File: src/rtl/slow_clock_monitor.sv
// slow_clock_monitor: measures the period and high time of a slow square wave
// (typically the divided clock) in fast clk cycles and flags in-range, lock and
// loss-of-signal conditions.
// Optional build macro SLOW_CLK_FILTER_EN adds a glitch filter (parameter FILT_N)
// between the synchronizer and the rising-edge detector.
module slow_clock_monitor #(
   parameter int CNT_W      = 28,
   parameter int EXP_PERIOD = 10_000_002,
   parameter int TOL        = 1000,
   parameter int TIMEOUT    = 20_000_000,
   parameter int LOCK_N     = 3
`ifdef SLOW_CLK_FILTER_EN
   ,
   parameter int FILT_N     = 4
`endif
) (
   input  logic             clk,
   input  logic             reset,
   input  logic             slow_in,
   output logic [CNT_W-1:0] period,
   output logic [CNT_W-1:0] high_cycles,
   output logic             period_valid,
   output logic             in_range,
   output logic             locked,
   output logic             timeout
);

   localparam int LOCK_W = $clog2(LOCK_N + 1);
   localparam int LO_BOUND_INT = (TOL > EXP_PERIOD) ? 0 : (EXP_PERIOD - TOL);
   localparam logic [CNT_W:0]   LO_BOUND    = (CNT_W + 1)'(LO_BOUND_INT);
   localparam logic [CNT_W:0]   HI_BOUND    = (CNT_W + 1)'(EXP_PERIOD + TOL);
   localparam logic [CNT_W-1:0] CNT_MAX     = '1;
   localparam logic [CNT_W-1:0] CNT_ONE     = CNT_W'(1);
   localparam logic [CNT_W-1:0] TIMEOUT_CNT = CNT_W'(TIMEOUT);
   localparam logic [LOCK_W-1:0] LOCK_MAX   = LOCK_W'(LOCK_N);

   typedef enum logic [1:0] {
      IDLE    = 2'd0,
      MEASURE = 2'd1,
      LOST    = 2'd2
   } state_t;

   state_t r_state;
   state_t w_stateNext;

   logic r_sync1;
   logic r_sync2;
   logic w_level;
   logic r_levelDly;
   logic w_rise;

   logic [CNT_W-1:0]  r_cnt;
   logic [CNT_W-1:0]  r_hcnt;
   logic [CNT_W-1:0]  w_cntInc;
   logic [CNT_W-1:0]  w_hcntInc;
   logic [LOCK_W-1:0] r_lockCnt;
   logic [LOCK_W-1:0] w_lockNext;
   logic              w_inRange;

   logic w_arm;
   logic w_count;
   logic w_take;
   logic w_lose;

   // Two-flop synchronizer bringing the asynchronous slow input into the clk domain
   always_ff @(posedge clk or posedge reset) begin
      if (reset) begin
         r_sync1 <= 1'b0;
         r_sync2 <= 1'b0;
      end else begin
         r_sync1 <= slow_in;
         r_sync2 <= r_sync1;
      end
   end

`ifdef SLOW_CLK_FILTER_EN
   localparam int FILT_W = $clog2(FILT_N + 1);
   localparam logic [FILT_W-1:0] FILT_LAST = FILT_W'(FILT_N - 1);

   logic              r_filt;
   logic [FILT_W-1:0] r_filtCnt;

   // Glitch filter: the filtered level follows the synced level only after it has differed for FILT_N cycles in a row
   always_ff @(posedge clk or posedge reset) begin
      if (reset) begin
         r_filt    <= 1'b0;
         r_filtCnt <= '0;
      end else if (r_sync2 == r_filt) begin
         r_filtCnt <= '0;
      end else if (r_filtCnt == FILT_LAST) begin
         r_filt    <= r_sync2;
         r_filtCnt <= '0;
      end else begin
         r_filtCnt <= r_filtCnt + 1'b1;
      end
   end

   assign w_level = r_filt;
`else
   assign w_level = r_sync2;
`endif

   // Delayed copy of the level so a rising edge shows up as a one-cycle strobe
   always_ff @(posedge clk or posedge reset) begin
      if (reset) begin
         r_levelDly <= 1'b0;
      end else begin
         r_levelDly <= w_level;
      end
   end

   assign w_rise    = w_level & ~r_levelDly;
   assign w_cntInc  = (r_cnt == CNT_MAX) ? r_cnt : r_cnt + 1'b1;
   assign w_hcntInc = (r_hcnt == CNT_MAX) ? r_hcnt : r_hcnt + 1'b1;
   assign w_inRange = ({1'b0, r_cnt} >= LO_BOUND) && ({1'b0, r_cnt} <= HI_BOUND);
   assign w_lockNext = !w_inRange ? '0 :
                       (r_lockCnt == LOCK_MAX) ? r_lockCnt : r_lockCnt + 1'b1;

   // State register for the measurement FSM
   always_ff @(posedge clk or posedge reset) begin
      if (reset) begin
         r_state <= IDLE;
      end else begin
         r_state <= w_stateNext;
      end
   end

   // Next-state logic; a rise always beats a timeout on the same cycle
   always_comb begin
      w_stateNext = r_state;
      w_arm       = 1'b0;
      w_count     = 1'b0;
      w_take      = 1'b0;
      w_lose      = 1'b0;
      case (r_state)
         IDLE: begin
            if (w_rise) begin
               w_stateNext = MEASURE;
               w_arm       = 1'b1;
            end
         end
         MEASURE: begin
            if (w_rise) begin
               w_take = 1'b1;
            end else if (r_cnt >= TIMEOUT_CNT) begin
               w_stateNext = LOST;
               w_lose      = 1'b1;
            end else begin
               w_count = 1'b1;
            end
         end
         LOST: begin
            if (w_rise) begin
               w_stateNext = MEASURE;
               w_arm       = 1'b1;
            end
         end
         default: begin
            w_stateNext = IDLE;
         end
      endcase
   end

   // Measurement datapath: counters, published results, lock tracking and the sticky timeout
   always_ff @(posedge clk or posedge reset) begin
      if (reset) begin
         r_cnt        <= '0;
         r_hcnt       <= '0;
         r_lockCnt    <= '0;
         period       <= '0;
         high_cycles  <= '0;
         period_valid <= 1'b0;
         in_range     <= 1'b0;
         locked       <= 1'b0;
         timeout      <= 1'b0;
      end else begin
         period_valid <= 1'b0;
         if (w_arm) begin
            r_cnt  <= CNT_ONE;
            r_hcnt <= CNT_ONE;
         end else if (w_count) begin
            r_cnt <= w_cntInc;
            if (w_level) begin
               r_hcnt <= w_hcntInc;
            end
         end else if (w_take) begin
            period       <= r_cnt;
            high_cycles  <= r_hcnt;
            in_range     <= w_inRange;
            period_valid <= 1'b1;
            timeout      <= 1'b0;
            r_lockCnt    <= w_lockNext;
            locked       <= (w_lockNext == LOCK_MAX);
            r_cnt        <= CNT_ONE;
            r_hcnt       <= CNT_ONE;
         end else if (w_lose) begin
            timeout   <= 1'b1;
            locked    <= 1'b0;
            r_lockCnt <= '0;
         end
      end
   end

endmodule
File: config.mk
export PLATFORM = sky130hd
export DESIGN_NAME = slow_clock_monitor
export DESIGN_NICKNAME = d
export VERILOG_FILES = /design/src/rtl/slow_clock_monitor.sv
export SDC_FILE = /design/constraint.sdc
export NUM_CORES = 1
export LEC_CHECK = 0
export ABC_AREA = 1
export BUFFER_PORTS_ARGS = -buffer_cell sky130_fd_sc_hd__buf_4
export CORE_UTILIZATION = 40
export CTS_CLUSTER_DIAMETER = 120
export CTS_CLUSTER_SIZE = 40
export DETAILED_ROUTE_END_ITERATION = 8
export PLACE_DENSITY = 0.58
export SETUP_SLACK_MARGIN = 0.2
export SYNTH_ARGS = -nofsm -noshare
export SYNTH_HDL_FRONTEND = slang
export SYNTH_SLANG_ARGS = --single-unit
File: constraint.sdc
create_clock -name clk -period 8.4 [get_ports clk]
set_clock_uncertainty 0.2 [all_clocks]
set_input_delay 0.84 -clock clk [delete_from_list [all_inputs] [get_ports clk]]
set_output_delay 0.84 -clock clk [all_outputs]
set_load 0.005 [all_outputs]
==> qor.yml, run 1 <==
floorplan:
  dieArea_um2: 17250
  rows: 46
  die_h_um: 131.3
  die_w_um: 131.3
  io_pins: 63
  initial_core_util_pct: 41.51
  fp.coreArea_um2: 16120
global_route:
  grt_pass1_wl_um: 27810
  track_usage_pct: 20.31
  grt_pass1_vias: 5382
  use_met1_pct: 27.62
  busiest_layer: "met2"
  overflow: 0
  antenna_found_initial: 0
  grt_max_degree: 112
  grt_util_met3_pct: 3.974
  use_met2_pct: 31.86
finish:
  drive_gt1_share_pct: 18.52
  seqCellArea_um2: 3078
  final_util_pct: 48.66
  n_antenna_cell: 0
  fillCellCount: 1623
  fin_area_um2: 7841
  fin_nets: 887
  multi_input_area_um2: 3087
  area_delta_synth_final_pct: 17.21
timing:
  fin_ws_ns: 5.805
  rsz0062_at_grt: "no"
  final-hold-violation-count: 0
  slew_headroom_pct: 35.47
  layout_min_cycle_time_ns: 2.595
  tightestPinTransition_ns: 0.9679
  max_freq_ghz: 0.3853
  fin_tns_setup_ns: 0
  finalSetupViolCount: 0
  maxSlewViolCount: 0
  finalCritPeriodShare_pct: 30.90
setup_path:
  end_kind: "flip-flop"
  r2r_start: "r_state[1]"
  path_class: "flip-flop to flip-flop"
  cp_max_fo: 111
  startpoint_type: "flip-flop"
  critPathArrivalTime_ns: 2.75
  worstPathRequired_ns: 8.56
  rr_worst_depth: 7
  worstReg2RegEnd: "locked"
  r2r_slack_ns: 5.80
power:
  ir_worst_vdd_mv: 0.1378
  leakagePower_nw: 3.700
  power_per_cell_area_nw_per_um2: 197.8
synth:
  dominantRegCellSynth: "dfrtp_1"
  synthTopCellsByCount: "nand2_1, dfrtp_1, inv_1, nand3_1"
  syn_area_per_cell_um2: 8.060
  async_flop_share_pct: 100.0
  synth_fp_nets: 836
  yosysUniqueCellTypes: 42
  yosysWarnings: 0
  netlist_area_um2: 6690
  postSynthCellCount: 830
  synth_edf_count: 0
  synth-seq-area-share_pct: 46.01
  synth_most_common_cell: "nand2_1"
  synth_top_cell_area_share_pct: 46.01
  synth_seq_cells: 123
  synthTopCellsByArea: "dfrtp_1, nand2_1, nand3_1"
  synth_area_leader_cell: "dfrtp_1"
clock_network:
  hold_buffers: 0
  h-tree-depth: 4
  cts_tree: "built"
  cts_resized: 0
  numCtsBuffers: 17
  cts-root-buf: "clkbuf_16"
  insertion_delay_ns: 0.42
  post_cts_buffers: 0
  cts.sinks: 123
  clk_pin_slew_worst_paths_ns: 0.06
  cts.path.max_buffers: 2
drt:
  routed_wirelength_um: 16600
  final_antenna_net_count: 0
  first_iter_violations: 345
  post_drt_wl_per_cell_um: 15.00
  vias_per_cell: 5.048
  remaining_drc_errors: 0
  first_pass_iters: 7
  vias: 5588
job:
  drv_cap: 0
placed_design:
  place_congestion: 0.8721
  dp_hpwl_um: 11460
  place_area_um2: 7257
  portBuffers: 62
  pre_cts_slack_ns: 5.757
worst_hold_path:
  min_from: "r_sync1"
  hp-class: "flip-flop to flip-flop"
  whs_path_depth: 0
  hold_end: "r_sync2"
status:
  outcome: "finished clean"
## how the worst max path moves through the flow
stage | from | to
finish | r_state[1] | locked
CTS | r_state[1] | locked
detailed placement | r_state[1] | r_lockCnt[0]
global placement | reset | high_cycles[19]
global route | r_state[1] | locked
floorplan | reset | high_cycles[0]
## per-layer routing
layer | share of wire [%] | wire, µm
met5 | 0 | 0
met1 | 48 | 7986
met2 | 46 | 7707
met4 | 2.2 | 363
met3 | 3.3 | 545
## stage by stage
stage	power [W]	hold WS, ns	cells
floorplan	0.0007799	0.1312	830
detailed placement	0.0008334	0.1995	1078
finish	0.001551	0.2101	1107
CTS	0.001566	0.2216	1107
global route	0.001614	0.2236	1107
global placement	0.0008316	0.2214	1078
## logic make-up after synthesis
| logic type | count (synthesis) | synth area share (%) |
|---|---|---|
| AOI/OAI and AO/OA | 101 | 8.827 |
| xor gates and xnor gates | 23 | 3.011 |
| adders and majority gates | 3 | 0.5611 |
| buffers and inverters | 121 | 8.023 |
| DFF | 123 | 46.01 |
| and+or+nand+nor | 459 | 33.57 |
## final cells by class
class / instances / share of cell area [%]
clock buffer: 22 / 6.303
clock inverter: 7 / 1.149
inverter: 89 / 4.356
multi-input combinational: 586 / 39.36
sequential: 123 / 39.25
tap: 216 / 3.447
timing repair buffer: 64 / 6.127
## cell usage in the layout, fill, tap and decap left out, types with 3 or more instances in the layout
cell type / instances
nand2_1: 235
dfrtp_1: 123
inv_1: 78
nand3_1: 65
buf_4: 64
o21ai_0: 60
nor2_1: 60
nand4_1: 30
xor2_1: 21
clkbuf_16: 17
nand3_2: 16
nor3_1: 15
o22ai_1: 12
o21ai_1: 11
nor2_2: 10
inv_2: 8
o22ai_2: 6
nor2_4: 5
a21oi_1: 5
nand2_2: 5
clkbuf_8: 5
nand2_4: 4
nand4_4: 3
ha_1: 3
clkinv_2: 3
## registers in the layout, indices dropped and copies added (netlist names), 2 cells and up
| signal | count |
|---|---|
| high_cycles | 28 |
| period | 28 |
| r_cnt | 28 |
| r_hcnt | 28 |
| r_lockCnt | 2 |
| r_state | 2 |
## report_power, final
group          internal [W]  switching, W  leakage (nW)  total (W)
clock              0.000469      0.000259         0.286   0.000728
sequential         0.000627     0.0000380          1.69   0.000665
combinational     0.0000638     0.0000947          1.73   0.000158
total               0.00116      0.000392          3.70    0.00155
## worst max-delay path: stages, from the launching register on
cell and delay (ns):
dfrtp_1 0.38, nor2_2 0.36, nand2_4 0.57, inv_1 0.61, nand2_1 0.13, nor2_1 0.15
nand2_1 0.07, nand2_1 0.05
Note: power is estimated with default switching activity, not from simulation.
==> inputs of run 2 (changes only) <==
==> constraint.sdc (replaced) <==
create_clock -name clk -period 2.4 [get_ports clk]
set_clock_uncertainty 0.2 [all_clocks]
set_input_delay 0.24 -clock clk [delete_from_list [all_inputs] [get_ports clk]]
set_output_delay 0.24 -clock clk [all_outputs]
set_load 0.005 [all_outputs]
==> run 2 against run 1 <==
Compared with the run above: worst setup slack lost 5.5 ns; via count rose by 2.1%; critical path depth increased by 3; utilization grew 1.8 points; register-to-register slack worse by 5.5 ns; cell area is 3.8% higher; sequential cell count unchanged; clock-buffer cell count decreased by 2.
==> qor.yml, run 2 (same netlist as run 1, synthesis figures left out) <==
placed_design:
  place_congestion: 0.9130  # was 0.8721
  place_area_um2: 7516  # was 7257 µm²
  placedCellCount: 1104  # was 1,078
  dp_hpwl_um: 12320  # was 11,460 µm
  portBuffers: 62  # unchanged
clock_network:
  h-tree-depth: 4  # unchanged
  cts.path.max_buffers: 2  # unchanged
  cts.sinks: 123  # unchanged
  cts_tree: "built"  # unchanged
  clk_pin_slew_worst_paths_ns: 0.06  # about the same
  cts-root-buf: "clkbuf_16"  # unchanged
  insertion_delay_ns: 0.43  # was 0.42 ns
  numCtsBuffers: 17  # unchanged
timing:
  hold_slack_ns: 0.1550  # was 0.2101 ns
  finalSetupViolCount: 0  # unchanged
  final-hold-violation-count: 0  # unchanged
  tightestPinTransition_ns: 0.6211  # was 0.9679 ns
  slew_headroom_pct: 58.21  # was 35.47%
  max_freq_ghz: 0.4887  # was 0.3853 GHz
  finalCritPeriodShare_pct: 85.26  # was 30.90%
  layout_min_cycle_time_ns: 2.046  # was 2.595 ns
  rsz0062_at_grt: "yes"  # was no
  fin_tns_setup_ns: 0  # unchanged
  maxSlewViolCount: 0  # unchanged
drt:
  routed_wirelength_um: 17000  # was 16,600 µm
  vias_per_cell: 4.991  # was 5.048
  remaining_drc_errors: 0  # unchanged
  final_antenna_net_count: 0  # unchanged
  first_pass_iters: 5  # was 7
  vias: 5705  # was 5,588
  first_iter_violations: 465  # was 345
  post_drt_wl_per_cell_um: 14.87  # was 15.00 µm
setup_path:
  critPathSlowestCell: "dfrtp_1"  # was inv_1
  startpoint_type: "flip-flop"  # unchanged
  cp_max_fo: 28  # was 111
  cp_top_family: "simple AND/OR/NAND/NOR gates"  # unchanged
  crit_chain: "inv_2, nand2_1, nor2_1, nand2_1, nand2_2, nand4_4, nor2_8, nand2_8, nand3_1, nand2_1"  # was nor2_2, nand2_4, inv_1, nand2_1, nor2_1, nand2_1, nand2_1
  critPathArrivalTime_ns: 2.16  # was 2.75 ns
  r2r_start: "r_cnt[18]"  # was r_state[1]
  worstReg2RegEnd: "r_hcnt[9]"  # was locked
  crit_buf_inv: 1  # unchanged
  worstPathRequired_ns: 2.51  # was 8.56 ns
  end_kind: "flip-flop"  # unchanged
  rr_worst_depth: 10  # was 7
  path_class: "flip-flop to flip-flop"  # unchanged
  r2r_slack_ns: 0.35  # was 5.80 ns
  crit_path_frequent_cell: "nand2_1"  # unchanged
  slowest_delay_ns: 0.43  # was 0.61 ns
finish:
  final_util_pct: 50.50  # was 48.66%
  drive_gt1_share_pct: 21.47  # was 18.52%
  final_cell_mix: "nand2_1, dfrtp_1, buf_4"  # was nand2_1, dfrtp_1, inv_1
  seqCellArea_um2: 3078  # unchanged
  n_antenna_cell: 0  # unchanged
  layout_commonest_cell: "nand2_1"  # unchanged
  finalNonFillerCells: 1143  # was 1,107
  area_delta_synth_final_pct: 21.64  # was 17.21%
  fin_nets: 920  # was 887
  fin_area_um2: 8138  # was 7841 µm²
  fillCellCount: 1590  # was 1,623
  multi_input_area_um2: 3095  # was 3087 µm²
job:
  drv_cap: 0  # unchanged
floorplan:
  rows: 46  # unchanged
  die_w_um: 131.3  # unchanged
  dieArea_um2: 17250  # unchanged
  fp.coreArea_um2: 16120  # unchanged
  initial_core_util_pct: 41.51  # unchanged
  die_h_um: 131.3  # unchanged
  io_pins: 63  # unchanged
worst_hold_path:
  whs_path_depth: 0  # unchanged
  hold_end: "r_sync2"  # unchanged
  hp-class: "flip-flop to flip-flop"  # unchanged
  min_from: "r_sync1"  # unchanged
global_route:
  grt_pass1_wl_um: 28120  # was 27,810 µm
  overflow: 0  # unchanged
  track_usage_pct: 20.64  # was 20.31%
  antenna_found_initial: 0  # unchanged
  grt_max_degree: 47  # was 112
  grt_pass1_vias: 5304  # was 5,382
power:
  ir_worst_vdd_mv: 0.5043  # was 0.1378 mV
  power_per_cell_area_nw_per_um2: 655.1  # was 197.8 nW/µm²
  leakagePower_nw: 3.876  # was 3.700 nW
status:
  outcome: "finished clean"  # unchanged
## run 2: worst max path at each step
stage | depth (start not counted) | slack, ns | end | from
floorplan | 1 | 0.45 | high_cycles[0] | reset
global placement | 10 | 0.28 | r_hcnt[24] | r_cnt[18]
detailed placement | 10 | 0.23 | r_hcnt[9] | r_cnt[18]
CTS | 10 | 0.23 | r_hcnt[9] | r_cnt[18]
global route | 11 | 0.20 | r_hcnt[8] | r_hcnt[1]
finish | 10 | 0.35 | r_hcnt[9] | r_cnt[18]
## run 2: layout make-up
type	instances	area share [%]
Tap cell	216	3.321
Inverter	89	4.213
Timing Repair Buffer	97	9.779
Clock inverter	12	1.215
Multi-Input combinational cell	586	38.04
Clock buffer	20	5.612
Sequential cell	123	37.82
## run 2: routing by layer
| metal | up-vias | routed length, µm | track usage, % |
|---|---|---|---|
| li1 | 2872 | - | - |
| met1 | 2663 | 8029 | 28.12 |
| met2 | 142 | 7882 | 31.71 |
| met3 | 28 | 690 | 4.552 |
| met4 | 0 | 393 | 8.398 |
| met5 | - | 0 | 0 |
## run 2: what timing repair did
action | 4_1_cts | 5_1_grt
gates resized for setup | 0 | 2
hold buffers | 2 | 0
endpoints found under the hold margin | 105 | 0
setup buffers | 0 | 5
setup endpoints to repair | 0 | 30
## run 2: power breakdown
| part | switching [W] | total [W] | internal (W) |
|---|---|---|---|
| combinational | 0.000334 | 0.000584 | 0.000251 |
| sequential | 0.000130 | 0.00232 | 0.00219 |
| clock | 0.000961 | 0.00242 | 0.00146 |
| total | 0.00142 | 0.00533 | 0.00391 |
## run 2: through the flow
step / power [W] / worst slack [ns]
after floorplan: 0.002730 / 0.4487
after global placement: 0.002942 / 0.2754
after detailed placement: 0.002942 / 0.2326
after CTS: 0.005391 / 0.2329
after global routing: 0.005555 / 0.1953
final: 0.005331 / 0.3538
